===== config.mk =====
export PLATFORM = sky130hd
export DESIGN_NAME = wb_stage
export DESIGN_NICKNAME = d
export VERILOG_FILES = /design/src/rtl/mips_defs.sv /design/src/rtl/wb_stage_load_fmt.sv /design/src/rtl/wb_stage.sv
export SDC_FILE = /design/constraint.sdc
export NUM_CORES = 1
export LEC_CHECK = 0
export BUFFER_PORTS_ARGS = -buffer_cell sky130_fd_sc_hd__clkbuf_2
export CAP_MARGIN = 20
export CORE_AREA = 2 2 184 186
export DETAILED_ROUTE_END_ITERATION = 6
export DIE_AREA = 0 0 186 188
export GPL_TIMING_DRIVEN = 0
export HOLD_SLACK_MARGIN = 0.1
export SYNTH_ARGS = -nofsm -noshare
export SYNTH_HDL_FRONTEND = slang
export SYNTH_SLANG_ARGS = --single-unit
export TNS_END_PERCENT = 5

===== constraint.sdc =====
create_clock -name clk -period 3.48 [get_ports clk]
set_input_delay 0.522 -clock clk [delete_from_list [all_inputs] [get_ports clk]]
set_output_delay 0.522 -clock clk [all_outputs]
set_load 0.05 [all_outputs]

===== src/rtl/mips_defs.sv =====
// Shared MIPS pipeline definitions: load opcodes and the bit layout of the
// wreg / rhilo / whilo control fields carried down the pipe.
package mips_defs;

  localparam logic [5:0] OP_LB  = 6'b100000;
  localparam logic [5:0] OP_LH  = 6'b100001;
  localparam logic [5:0] OP_LWL = 6'b100010;
  localparam logic [5:0] OP_LW  = 6'b100011;
  localparam logic [5:0] OP_LBU = 6'b100100;
  localparam logic [5:0] OP_LHU = 6'b100101;
  localparam logic [5:0] OP_LWR = 6'b100110;

  localparam int WREG_NGPR = 5;  // wreg[5]: target is not a GPR
  localparam int RHILO_HI  = 1;  // MFHI
  localparam int RHILO_LO  = 0;  // MFLO
  localparam int WHILO_HI  = 1;
  localparam int WHILO_LO  = 0;

endpackage


===== src/rtl/wb_stage_load_fmt.sv =====
// Load data formatter: extracts and extends byte/half loads and merges the
// unaligned LWL/LWR word with the current rt value. Purely combinational.
module load_fmt
  import mips_defs::*;
(
  input  logic [5:0]  op,
  input  logic [1:0]  off,
  input  logic [31:0] rdata,
  input  logic [31:0] rt_data,
  output logic [31:0] data,
  output logic [3:0]  strb
);

  logic [7:0]  byte_sel;
  logic [15:0] half_sel;
  logic [4:0]  lwl_sh;
  logic [4:0]  lwr_sh;
  logic [31:0] lwl_data;
  logic [31:0] lwr_data;

  // Little-endian: byte k lives at bits [8k+7:8k]; 3-k is simply ~k.
  assign lwl_sh   = {~off, 3'b000};
  assign lwr_sh   = {off, 3'b000};
  assign byte_sel = 8'(rdata >> lwr_sh);
  assign half_sel = off[1] ? rdata[31:16] : rdata[15:0];
  assign lwl_data = (rdata << lwl_sh) | (rt_data & ~(32'hFFFF_FFFF << lwl_sh));
  assign lwr_data = (rdata >> lwr_sh) | (rt_data & ~(32'hFFFF_FFFF >> lwr_sh));

  always_comb begin
    // NOTE: every output gets a default first so no path through the case
    // leaves it unassigned, which would otherwise infer a latch.
    data = rdata;
    strb = 4'b1111;
    case (op)
      OP_LB:  data = {{24{byte_sel[7]}}, byte_sel};
      OP_LBU: data = {24'h0, byte_sel};
      OP_LH:  data = {{16{half_sel[15]}}, half_sel};
      OP_LHU: data = {16'h0, half_sel};
      OP_LWL: begin
        data = lwl_data;
        strb = 4'b1111 << ~off;
      end
      OP_LWR: begin
        data = lwr_data;
        strb = 4'b1111 >> off;
      end
      default: data = rdata;
    endcase
  end

endmodule


===== src/rtl/wb_stage.sv =====
// MIPS writeback stage: selects GPR write data, formats loads, owns the
// architectural HI/LO registers and counts retired instructions.
module wb_stage
  import mips_defs::*;
#(
  parameter int          CNT_W    = 32,
  parameter logic [31:0] HILO_RST = 32'h0
) (
  input  logic             clk,
  input  logic             resetn,
  input  logic [31:0]      wb_pc,
  input  logic [31:0]      wb_inst,
  input  logic [31:0]      wb_res,
  input  logic [31:0]      wb_hi,
  input  logic [31:0]      wb_lo,
  input  logic [31:0]      wb_rdata,
  input  logic [31:0]      wb_rt_data,
  input  logic             wb_load,
  input  logic             wb_al,
  input  logic             wb_regwen,
  input  logic [5:0]       wb_wreg,
  input  logic [1:0]       wb_rhilo,
  input  logic [1:0]       wb_whilo,
  output logic             rf_wen,
  output logic [4:0]       rf_waddr,
  output logic [31:0]      rf_wdata,
  output logic             fwd_valid,
  output logic [31:0]      fwd_data,
  output logic [31:0]      hi_q,
  output logic [31:0]      lo_q,
  output logic [31:0]      debug_wb_pc,
  output logic [3:0]       debug_wb_rf_wen,
  output logic [4:0]       debug_wb_rf_wnum,
  output logic [31:0]      debug_wb_rf_wdata,
  output logic [CNT_W-1:0] retired
);

  logic [31:0] load_data;
  logic [3:0]  load_strb;

  load_fmt u_load_fmt (
    .op      (wb_inst[31:26]),
    .off     (wb_res[1:0]),
    .rdata   (wb_rdata),
    .rt_data (wb_rt_data),
    .data    (load_data),
    .strb    (load_strb)
  );

  assign rf_wen   = wb_regwen & ~wb_wreg[WREG_NGPR] & (wb_wreg[4:0] != 5'd0);
  assign rf_waddr = wb_wreg[4:0];

  always_comb begin
    rf_wdata = wb_res;
    if (wb_rhilo[RHILO_HI])      rf_wdata = hi_q;
    else if (wb_rhilo[RHILO_LO]) rf_wdata = lo_q;
    else if (wb_al)              rf_wdata = wb_pc + 32'd8;
    else if (wb_load)            rf_wdata = load_data;
  end

  always_comb begin
    debug_wb_rf_wen = 4'b1111;
    if (!rf_wen)      debug_wb_rf_wen = 4'b0000;
    else if (wb_load) debug_wb_rf_wen = load_strb;
  end

  assign fwd_valid         = rf_wen;
  assign fwd_data          = rf_wdata;
  assign debug_wb_pc       = wb_pc;
  assign debug_wb_rf_wnum  = rf_waddr;
  assign debug_wb_rf_wdata = rf_wdata;

  // A same-cycle MFHI/MFLO sees the value before this edge's write.
  always_ff @(posedge clk) begin
    // NOTE: sequential state uses non-blocking assignments; reset is sampled
    // on the clock edge, so it has no place in the sensitivity list.
    if (!resetn) begin
      hi_q <= HILO_RST;
      lo_q <= HILO_RST;
    end else begin
      if (wb_whilo[WHILO_HI]) hi_q <= wb_hi;
      if (wb_whilo[WHILO_LO]) lo_q <= wb_lo;
    end
  end

  always_ff @(posedge clk) begin
    if (!resetn)              retired <= '0;
    else if (wb_pc != 32'd0)  retired <= retired + CNT_W'(1);
  end

endmodule


==> flow_summary.toml <==
[power]
powerDensity_nw_per_um2 = 336.3
power_leakage_nw = 5.768
vdd_drop_max_mv = 0.2136

[drt]
initialDrtViolationCount = 781
avgRoutedWirePerCell_um = 23.93
routed_via_density = 5.168
drc = 0
ant_nets = 0
dr.pass1.iters = 5
wl_um = 49440
via_count = 10678

[critical_path]
crit_start = "wb_inst[30]"
crit_fanout = 8
cp.required_ns = 2.96
cp-end-kind = "output port"
reg2reg_from = "retired[5]$_SDFFE_PN0P_"
crit_arrival_ns = 3.00
critical_path_class = "in -> out"
start_kind = "input pin"

[flow_run]
drv_cap = 0

[finish]
stdcell_area_sq_um = 12370
area_growth_pct = 43.10
multi_input_area_sq_um = 5884
stdcell_count = 2066
nets = 1853
drive_above_1_share_pct = 44.43
seqCellArea_sq_um = 1922
fillers = 3568

[timing]
worstMarginPinSlew_ns = 0.9125
finalSetupViolations = 2
rsz0062_at_grt = "true"
finalMaxSlewViolations = 0
max_clock_freq_ghz = 0.2838
period_minus_slack_ns = 3.524
hold_violations = 0
fin_ws_ns = -0.04370
relSlewSlack_pct = 39.17
clock-skew-final_ns = 0.01447
finalCritPeriodShare_pct = 101.3

[status]
status = "finished, violations left"
violations = "setup timing"

[clocking]
insertion_delay_ns = 0.36
cts.path.max_buffers = 2
htreeDepth = 3
cts.sinks = 96
cts_root_buf = "clkbuf_16"
cts_buffers = 9
clkTransAtPathRegs_ns = 0.08
ctsHoldBuffers = 0
cts_tree = "done"

[global_route]
grt_pass1_vias = 10170
grt_first_pass_wirelength_um = 68680
grt_max_degree = 17
grt_overflow = 0
track_usage_pct = 26.98
antenna_found_initial = 2

[floorplan]
top_level_ports = 479
fp-row-count = 67
coreArea_sq_um = 33110
fp.dieW_um = 186
start_util_pct = 26.11
die_area_sq_um = 34970
chipHeight_um = 188

[synthesis]
syn_avg_cell_area_sq_um = 7.576
async_flop_share_pct = 0
synth_flop_cell = "dfxtp_1"
syn-instance-count = 1141
synth.top_cell.area_share_pct = 22.23
synth_commonest_cells = "108 x buf_4, 102 x mux2i_1, 96 x dfxtp_1"
synth_nets = 1382
synth-edff-count = 0
ys.warnings.count = 0
syn_area_sq_um = 8645
ys_seq_area_share_pct = 22.23
synth_top_cell_by_area = "dfxtp_1"
yosysUniqueCellTypes = 71
synthTopCellsByArea = "dfxtp_1 22%, mux2i_1 12%, buf_4 9.4%, nor2b_1 5.1%, a21oi_1 4.5%"
yosysMostFrequentCell = "buf_4"
ys_seq_elements = 96

[placed_design]
placed_cells = 2035
gp_congestion = 0.9611
hpwl_um = 41690
dpl_cell_area_sq_um = 11480
io_buffers = 446

[min_path]
hold_path.class = "in -> reg"
hp-start = "wb_lo[21]"
[power breakdown]
| group | internal, mW | switching (mW) |
|---|---|---|
| combinational | 0.586 | 1.35 |
| sequential | 1.15 | 0.0554 |
| clock | 0.558 | 0.465 |
| total | 2.29 | 1.87 |
[layout by cell type, fill, tap and decap left out, drive strengths merged, types with 10 or more instances in the layout]
cell type and count:
clkbuf 485, buf 167, mux2i 102, dfxtp 96
nor2 85, nand2 84, a21oi 77, nor2b 71
o21ai 60, nor3 29, nand3 28, inv 28
xor2 25, and2 23, xnor2 21, a211oi 20
nor4 16, o31ai 16, nand4 14, o221ai 14
a221oi 14, mux2 13, or3 11, nand2b 10
and3 10, o22ai 10
[worst max-delay path: stages]
cell and delay [ns]:
clkbuf_2 0.12, or3b_4 0.40, buf_6 0.16, a211o_2 0.43, o221ai_1 0.21, a221oi_1 0.11
or3_1 0.45, a21oi_2 0.23, buf_4 0.14, clkbuf_4 0.21
[state kept, by name, summed over array words and instances (netlist names)]
signal	cells
retired	32
hi_q	32
lo_q	32
[final timing paths]
check	endpoint	slack, ns	cells after the start
worst min register to register	retired[1]$_SDFFE_PN0P_	0.52	2
worst max register to register	retired[31]$_SDFFE_PN0P_	1.22	7
worst max-delay path	fwd_data[4]	-0.04	10
worst min-delay path	lo_q[21]$_SDFFE_PN0P_	0.42	3
[area by class of cell]
type,count,area share (%)
inverter,28,0.8496
clock inverter,6,0.5664
buffer,182,9.568
timing repair buffer,461,19.52
clock buffer,9,1.821
sequential,96,15.54
antenna,2,0.04046
tap,448,4.531
multi-input combinational,834,47.57
[routing by layer]
layer / vias to the layer above / wire, um / GRT usage (%)
met5: - / 0 / 0
li1: 4939 / - / -
met1: 5065 / 19720 / 33.63
met3: 90 / 3753 / 4.040
met2: 584 / 23480 / 45.42
met4: 0 / 2479 / 12.45
[stage by stage]
step           TNS [ns]  utilization (%)  hold WS, ns  setup WS [ns]  power, mW
2_1_floorplan    -5.258                -       0.6748        -0.4552      2.451
3_3_place_gp     -46.30            34.67       0.4923        -0.9524      3.074
3_5_place_dp     -39.24            34.67       0.4947        -0.8745      3.070
4_1_cts         -0.3045            36.58       0.4139       -0.07409      4.137
5_1_grt         -0.6683            37.35       0.4370       -0.08382      4.303
6_report       -0.08715            37.36       0.4223       -0.04370      4.160
[what timing repair did]
item / 4_1_cts / 5_1_grt
setup buffers: 4 / 11
resized for setup: 98 / 56
pin swaps: 7 / 15
endpoints found under the setup margin: 96 / 81
[kinds of logic after synthesis]
group	share of synthesized area, %
simple gates	24.56
compound gates	19.58
buf+inv	14.13
mux	14.55
flops	22.23
xor+xnor	4.661
fa+ha+maj	0.2894
Power figures use the tool's default switching activity.
